`src/rtl/sc_level_progress_counter.sv`:
```
// Frog-arrival counter and level sequencer that feeds the level state machine.
// Define SC_LEVEL_PROGRESS_ARRIVAL_FILTER_EN to qualify arrivals with a hold-time filter instead of a plain edge.
module sc_level_progress_counter #(
    parameter int TARGET        = 12,
    parameter int LEVEL_MAX     = 3,
    parameter int PAUSE_CYCLES  = 50_000_000,
    parameter int PAUSE_WIDTH   = 26,
    parameter int FILTER_CYCLES = 4
) (
    input  logic       SC_LEVEL_STATEMACHINE_CLOCK_50,
    input  logic       SC_LEVEL_STATEMACHINE_RESET_InHigh,
    input  logic       SC_LEVEL_PROGRESS_Start_In,
    input  logic       SC_LEVEL_PROGRESS_Arrival_In,
    input  logic       SC_LEVEL_PROGRESS_LevelFinished_In,
    output logic [2:0] SC_LEVEL_PROGRESS_CurrentLevel_Out,
    output logic [4:0] SC_LEVEL_PROGRESS_LvlProgressCount_Out,
    output logic       SC_LEVEL_PROGRESS_LevelUp_Out,
    output logic       SC_LEVEL_PROGRESS_Playing_Out
);

    typedef enum logic [1:0] {
        ST_IDLE     = 2'b00,
        ST_PLAY     = 2'b01,
        ST_ADVANCE  = 2'b10,
        ST_GAMEOVER = 2'b11
    } state_t;

    localparam logic [4:0]             TARGET_C     = 5'(TARGET);
    localparam logic [2:0]             LEVEL_END_C  = 3'(LEVEL_MAX + 1);
    localparam logic [PAUSE_WIDTH-1:0] PAUSE_LOAD_C = PAUSE_WIDTH'(PAUSE_CYCLES - 1);

    state_t                 state_q, state_d;
    logic [2:0]             level_q, level_d;
    logic [4:0]             count_q, count_d;
    logic                   level_up_q, level_up_d;
    logic [PAUSE_WIDTH-1:0] pause_q, pause_d;
    logic                   prev_start_q;
    logic                   start_evt_s;
    logic                   arr_evt_s;
    logic [2:0]             level_inc_s;

    assign start_evt_s = SC_LEVEL_PROGRESS_Start_In & ~prev_start_q;
    assign level_inc_s = level_q + 3'd1;

`ifdef SC_LEVEL_PROGRESS_ARRIVAL_FILTER_EN
    localparam int            FW           = $clog2(FILTER_CYCLES + 1);
    localparam logic [FW-1:0] FILTER_MAX_C = FW'(FILTER_CYCLES);
    localparam logic [FW-1:0] FILTER_HIT_C = FW'(FILTER_CYCLES - 1);

    logic [FW-1:0] filt_q, filt_d;

    // Saturating run-length of consecutive high Arrival_In clocks; fires once per hold.
    always_comb begin
        filt_d = filt_q;
        if (!SC_LEVEL_PROGRESS_Arrival_In) begin
            filt_d = {FW{1'b0}};
        end else if (filt_q != FILTER_MAX_C) begin
            filt_d = filt_q + FW'(1);
        end else begin
            filt_d = filt_q;
        end
    end

    assign arr_evt_s = SC_LEVEL_PROGRESS_Arrival_In & (filt_q == FILTER_HIT_C);

    // Filter counter register.
    always_ff @(posedge SC_LEVEL_STATEMACHINE_CLOCK_50 or posedge SC_LEVEL_STATEMACHINE_RESET_InHigh) begin
        if (SC_LEVEL_STATEMACHINE_RESET_InHigh) begin
            filt_q <= {FW{1'b0}};
        end else begin
            filt_q <= filt_d;
        end
    end
`else
    logic prev_arr_q;

    assign arr_evt_s = SC_LEVEL_PROGRESS_Arrival_In & ~prev_arr_q;

    // Previous arrival sample for rising-edge detection.
    always_ff @(posedge SC_LEVEL_STATEMACHINE_CLOCK_50 or posedge SC_LEVEL_STATEMACHINE_RESET_InHigh) begin
        if (SC_LEVEL_STATEMACHINE_RESET_InHigh) begin
            prev_arr_q <= 1'b0;
        end else begin
            prev_arr_q <= SC_LEVEL_PROGRESS_Arrival_In;
        end
    end
`endif

    // Next-state, level, progress count and pause countdown.
    always_comb begin
        state_d    = state_q;
        level_d    = level_q;
        count_d    = count_q;
        level_up_d = 1'b0;
        pause_d    = pause_q;
        case (state_q)
            ST_IDLE: begin
                level_d = 3'd0;
                count_d = 5'd0;
                if (start_evt_s) begin
                    level_d = 3'd1;
                    state_d = ST_PLAY;
                end else begin
                    state_d = ST_IDLE;
                end
            end
            ST_PLAY: begin
                // LevelFinished wins over a coincident arrival, which is dropped.
                if (SC_LEVEL_PROGRESS_LevelFinished_In) begin
                    state_d = ST_ADVANCE;
                    pause_d = PAUSE_LOAD_C;
                end else if (arr_evt_s && (count_q < TARGET_C)) begin
                    count_d = count_q + 5'd1;
                end else begin
                    count_d = count_q;
                end
            end
            ST_ADVANCE: begin
                if (pause_q == {PAUSE_WIDTH{1'b0}}) begin
                    level_d    = level_inc_s;
                    count_d    = 5'd0;
                    level_up_d = 1'b1;
                    if (level_inc_s >= LEVEL_END_C) begin
                        state_d = ST_GAMEOVER;
                    end else begin
                        state_d = ST_PLAY;
                    end
                end else begin
                    pause_d = pause_q - PAUSE_WIDTH'(1);
                end
            end
            ST_GAMEOVER: begin
                level_d = LEVEL_END_C;
                count_d = 5'd0;
            end
            default: begin
                state_d = ST_IDLE;
                level_d = 3'd0;
                count_d = 5'd0;
                pause_d = {PAUSE_WIDTH{1'b0}};
            end
        endcase
    end

    // State, output and start-edge registers.
    always_ff @(posedge SC_LEVEL_STATEMACHINE_CLOCK_50 or posedge SC_LEVEL_STATEMACHINE_RESET_InHigh) begin
        if (SC_LEVEL_STATEMACHINE_RESET_InHigh) begin
            state_q      <= ST_IDLE;
            level_q      <= 3'd0;
            count_q      <= 5'd0;
            level_up_q   <= 1'b0;
            pause_q      <= {PAUSE_WIDTH{1'b0}};
            prev_start_q <= 1'b0;
        end else begin
            state_q      <= state_d;
            level_q      <= level_d;
            count_q      <= count_d;
            level_up_q   <= level_up_d;
            pause_q      <= pause_d;
            prev_start_q <= SC_LEVEL_PROGRESS_Start_In;
        end
    end

    assign SC_LEVEL_PROGRESS_CurrentLevel_Out     = level_q;
    assign SC_LEVEL_PROGRESS_LvlProgressCount_Out = count_q;
    assign SC_LEVEL_PROGRESS_LevelUp_Out          = level_up_q;
    assign SC_LEVEL_PROGRESS_Playing_Out          = (state_q == ST_PLAY);

endmodule

```
`config.mk`:
```
export PLATFORM = sky130hd
export DESIGN_NAME = sc_level_progress_counter
export DESIGN_NICKNAME = d
export VERILOG_FILES = /design/src/rtl/sc_level_progress_counter.sv
export SDC_FILE = /design/constraint.sdc
export NUM_CORES = 1
export LEC_CHECK = 0
export ABC_AREA = 0
export CORE_MARGIN = 1.5
export CORE_UTILIZATION = 58
export DETAILED_ROUTE_END_ITERATION = 12
export GPL_ROUTABILITY_DRIVEN = 0
export PLACE_DENSITY = 0.8
export SLEW_MARGIN = 25
export SYNTH_ARGS = -nofsm -noshare
export SYNTH_HDL_FRONTEND = slang
export SYNTH_SLANG_ARGS = --single-unit
```
`constraint.sdc`:
```
create_clock -name SC_LEVEL_STATEMACHINE_CLOCK_50 -period 3.1 [get_ports SC_LEVEL_STATEMACHINE_CLOCK_50]
set_clock_uncertainty 0.1 [all_clocks]
set_input_delay 0.465 -clock SC_LEVEL_STATEMACHINE_CLOCK_50 [delete_from_list [all_inputs] [get_ports SC_LEVEL_STATEMACHINE_CLOCK_50]]
set_output_delay 0.465 -clock SC_LEVEL_STATEMACHINE_CLOCK_50 [all_outputs]
set_load 0.01 [all_outputs]
```
* After elaboration in Yosys (flattened, before gate mapping) *
Cells that the tools add are included.

word-level totals
  output and inout bits = 10
  flip-flop bits (word level) = 39
  bits of input ports = 5
  word-level logic and storage cells = 52

operators by class
  $add $sub $neg = 3
  bitwise logic cells = 4
  muxes and demuxes = 17
  equality and inequality tests = 8
  reduce and logical (&&, ||, !) cells = 11
  $lt $le $gt $ge = 2

operators by type and width
  cell                                                                     count
  26-bit two-way mux                                                       2
  26-bit case mux with 2 select lines                                      1
  26-bit zero test                                                         1
  26-bit by 1-bit subtractor with 26-bit output, second input constant     1
  5-bit two-way mux                                                        3
  5-bit case mux with 3 select lines                                       1
  3-bit case mux with 3 select lines                                       1
  3-bit AND reduction                                                      3
  2-bit inequality test, second input constant                             4
  2-bit two-way mux                                                        3
  2-bit case mux with 3 select lines                                       1
  3-bit nonzero test                                                       2
  5-bit by 1-bit adder with 5-bit output, second input constant            1
  5-bit by 4-bit < comparator with 1-bit output, second input constant     1
  2-bit equality test, second input constant                               2
  1-bit two-way mux                                                        4
  3-bit by 1-bit adder with 3-bit output, second input constant            1
  3-bit greater-or-equal comparator, second input constant                 1
  3-bit two-way mux                                                        1
  1-bit AND                                                                2
  2-bit by 1-bit equality test with 1-bit output, second input constant    1
  2-bit zero test                                                          1
  2-bit by 1-bit inequality test with 1-bit output, second input constant  1
  1-bit inverter                                                           2
  4 further kinds                                                          4

* Depth between registers and ports, before layout *
  depth in word-level cells = 6
  mapped depth = 9
  gate-level depth less buffers = 8

* Worst setup path after synthesis *
OpenSTA, ideal clock, no wires.

  kind = reg2reg
  start point = register state_q[1]
  end point = register pause_q[19]
  stages on the path, launching flop included = 10
  path buffers = 2
  slack = 0.856 ns
  library setup time = 0.118 ns
  clock period less this slack = 2.244 ns
  arrival = 2.026 ns
  required time = 2.882 ns
  path through = dfrtp_1 > inv_1 > ha_1 > nor2b_1 > nor2_1 > buf_2 > nand2_1 > clkbuf_1 > o21ai_0 > a21o_1

on the way
  word-level cells in the longest chain between the ends = 3
  elaborated cells between the ends (all ways) = 7
  those cells by class = 4 x eq/ne; 1 x mux; 2 x reduce/logical

ends and longest elaborated chain
  what                                                                                 RTL line  RTL
  from (decl)                                                                          32        state_t state_q, state_d;
  from (signal assigned)                                                               155       state_q <= state_d;
  2-bit by 1-bit equality test with 1-bit output (*)                                   n/a
  net SC_LEVEL_PROGRESS_Playing_Out                                                    18        output logic SC_LEVEL_PROGRESS_Playing_Out
  2-bit inequality test (no source line) / 2-bit nonzero test (equally long branches)  n/a
  3-bit AND reduction (no source line)                                                 n/a
  to (signal assigned)                                                                 152       pause_q <= {PAUSE_WIDTH{1'b0}};
  to (signal assigned)                                                                 159       pause_q <= pause_d;
  to (decl)                                                                            36        logic [PAUSE_WIDTH-1:0] pause_q, pause_d;

The timed path passes the listed nets; every way through them passes the cells marked *.
A chain may end at the register's enable or synchronous reset.

* Worst setup path in the final report *
  start point = register pause_q[0]
  end point = register state_q[1]

on the way
  word-level cells in the longest chain between the ends = 3

ends and longest elaborated chain
  what                                    RTL line  RTL
  26-bit zero test                        119       if (pause_q == {PAUSE_WIDTH{1'b0}}) begin
  2-bit inequality test (no source line)  n/a
  3-bit AND reduction (no source line)    n/a

Every way passes these cells.

==> impl_metrics.env <==
export IMPL_cp_required_ns=3.19
export IMPL_ys_seq_area_frac=0.440
export IMPL_finalSetupTns_ns=0
export IMPL_synth_cell_types=50
export IMPL_cts_buffer_depth=2
export IMPL_r2r_start="pause_q[0]"
export IMPL_drtPass1Iterations=4
export IMPL_start_kind="register"
export IMPL_drv_slew=0
export IMPL_grt_pass1_wl_um=8050
export IMPL_final_setup_worst_slack_ns=0.503
export IMPL_synth_seq_cells=39
export IMPL_finalSetupViolCount=0
export IMPL_antenna_cells=0
export IMPL_rsz0062_at_grt="no"
export IMPL_ys_flop_type="dfrtp_1"
export IMPL_drive_above_1_share=0.0854
export IMPL_place_hpwl_um=3180
export IMPL_clk_pin_slew_ns=0.08
export IMPL_maxCapViolations=0
export IMPL_h_tree_depth=2
export IMPL_hold_start="SC_LEVEL_PROGRESS_LvlProgressCount_Out[4]"
export IMPL_p_leak_nw=1.09
export IMPL_cts_sinks=39
export IMPL_worst_pin_slew_ns=0.481
export IMPL_via_per_inst=6.14
export IMPL_syn_num_nets=238
export IMPL_clockRootBuffer="clkbuf_8"
export IMPL_cp_data_arrival_time_ns=2.69
export IMPL_drc=0
export IMPL_peakVddDrop_mv=0.322
export IMPL_post_cts_resized=0
export IMPL_synth_edf_count=0
export IMPL_rrSetupSlack_ns=0.50
export IMPL_vias=1804
export IMPL_grt_pass1_vias=1738
export IMPL_grt_max_degree=40
export IMPL_drt_total_wl_um=4550
export IMPL_port_buffers=14
export IMPL_cp_max_fo=14
export IMPL_synth_async_reset_ratio=1.00
export IMPL_min_path_type="register to register"
export IMPL_cp_cell_sequence="inv_1, ha_1, nor3b_1, and4_1, a41oi_4, or3_1, a21o_1"
export IMPL_post_cts_buffers=0
export IMPL_drtAntennaViolNets=0
export IMPL_die_area_mm2=0.00421
export IMPL_cp_slowest_cell="and4_1"
export IMPL_cts_hold_buffers=0
export IMPL_cts_tree="yes"
export IMPL_max_freq_mhz=385
export IMPL_antenna_found_initial=0
export IMPL_cp_slowest_stage_delay_ns=0.44
export IMPL_wl_per_cell_um=15.5
export IMPL_ys_warn_count=0
export IMPL_first_iter_violations=143
export IMPL_p_total_uw=911
export IMPL_overflow=0
export IMPL_slew_headroom=0.679
export IMPL_path_class="register to register"
export IMPL_finalHoldViolations=0
export IMPL_min_period_over_period=0.838
export IMPL_row_count=22
export IMPL_setup_worst_path_end_class="register"
export IMPL_core_area_mm2=0.00366
export IMPL_synth_avg_cell_area_um2=9.78
export IMPL_die_h_um=64.9
export IMPL_crit_start="pause_q[0]"
export IMPL_synth_cells=227
export IMPL_nets=256
export IMPL_ios=15
export IMPL_status="complete, no violations"
export IMPL_dp_slack_ns=0.567
export IMPL_initial_utilization=0.606
export IMPL_syn_area_mm2=0.00222
export IMPL_period_minus_slack_ns=2.60
export IMPL_chipWidth_um=64.9
export IMPL_final_cell_mix="dfrtp_1 (39), nor2_1 (18), nand3_1 (17)"
export IMPL_power_density_mw_per_mm2=361
export IMPL_layout_commonest_cell="dfrtp_1"
export IMPL_area_growth_pct=13.7
export IMPL_cts_buffers=5
export IMPL_clkLatencyLatePin_ns=0.30
export IMPL_track_usage=0.247
layer usage:
layer | track usage | wire (um) | vias to the layer above | share of wire
met5 | 0 | 0 | - | 0
met1 | 0.357 | 2240 | 873 | 0.49
li1 | - | - | 893 | -
met3 | 0.0486 | 133 | 7 | 0.029
met2 | 0.370 | 2110 | 31 | 0.46
met4 | 0.0851 | 54 | 0 | 0.012
critical path, delay by kind of cell (launching register included):
family	cells	cell delay [ns]
compound gates	2	0.46
fa+ha+maj	1	0.18
buf+inv	1	0.07
flops	1	0.42
simple gates	3	1.25
path summary, 6_finish.rpt:
| path | cells past startpoint | endpoint |
|---|---|---|
| min | 1 | SC_LEVEL_PROGRESS_LvlProgressCount_Out[4] |
| min reg2reg | 1 | SC_LEVEL_PROGRESS_LvlProgressCount_Out[4] |
| max in group asynchronous | 3 | pause_q[19] |
| max reg2reg | 7 | state_q[1] |
| min in group asynchronous | 3 | SC_LEVEL_PROGRESS_LvlProgressCount_Out[2] |
| max | 7 | state_q[1] |
cell usage after synthesis (6+ instances only):
cell type | count | area share
a21oi_1 | 7 | 0.016
and2_1 | 6 | 0.017
dfrtp_1 | 39 | 0.44
ha_1 | 6 | 0.034
inv_1 | 8 | 0.014
nand2_1 | 15 | 0.025
nand3_1 | 17 | 0.038
nand4_1 | 9 | 0.025
nor2_1 | 18 | 0.030
nor3_1 | 6 | 0.014
o21ai_0 | 7 | 0.016
or4_1 | 8 | 0.027
xor2_1 | 7 | 0.028
report_power, final:
group	total [mW]	switching [mW]	internal (mW)
clock network	0.383	0.180	0.202
logic	0.0185	0.0121	0.00637
registers	0.510	0.000373	0.510
total	0.911	0.193	0.718
sequential cells by signal (all words and copies together), names as in the netlist:
| name | cells |
|---|---|
| prev_start_q | 1 |
| prev_arr_q | 1 |
| SC_LEVEL_PROGRESS_LevelUp_Out | 1 |
| SC_LEVEL_PROGRESS_CurrentLevel_Out | 3 |
| pause_q | 26 |
| state_q | 2 |
| SC_LEVEL_PROGRESS_LvlProgressCount_Out | 5 |
layout make-up:
| class | count | area, um2 |
|---|---|---|
| Multi-Input combinational cell | 172 | 1180 |
| Fill cell | 304 | 1140 |
| Sequential cell | 39 | 976 |
| Timing Repair Buffer | 19 | 178 |
| Clock buffer | 7 | 96.3 |
| Tap cell | 48 | 60.1 |
| Inverter | 8 | 30.0 |
| Clock inverter | 1 | 7.51 |
cell families (layout without fill, tap and decap cells):
group	Yosys count	after routing	synth area share
xor gates and xnor gates	8	8	0.0316
buffers and inverters	16	35	0.0304
muxes	5	5	0.0225
and+or+nand+nor	112	112	0.306
DFF	39	39	0.440
adders and majority gates	6	6	0.0338
AOI/OAI and AO/OA	41	41	0.136
through the flow:
| stage | hold slack (ns) | util | instances | area (um2) |
|---|---|---|---|---|
| 2_1_floorplan | 0.394 | - | 227 | 2220 |
| 3_3_place_gp | 0.414 | 0.661 | 286 | 2420 |
| 3_5_place_dp | 0.406 | 0.661 | 286 | 2420 |
| 4_1_cts | 0.435 | 0.689 | 294 | 2520 |
| 5_1_grt | 0.464 | 0.689 | 294 | 2520 |
| 6_report | 0.431 | 0.689 | 294 | 2520 |
Note: power is estimated with default switching activity, not from simulation.
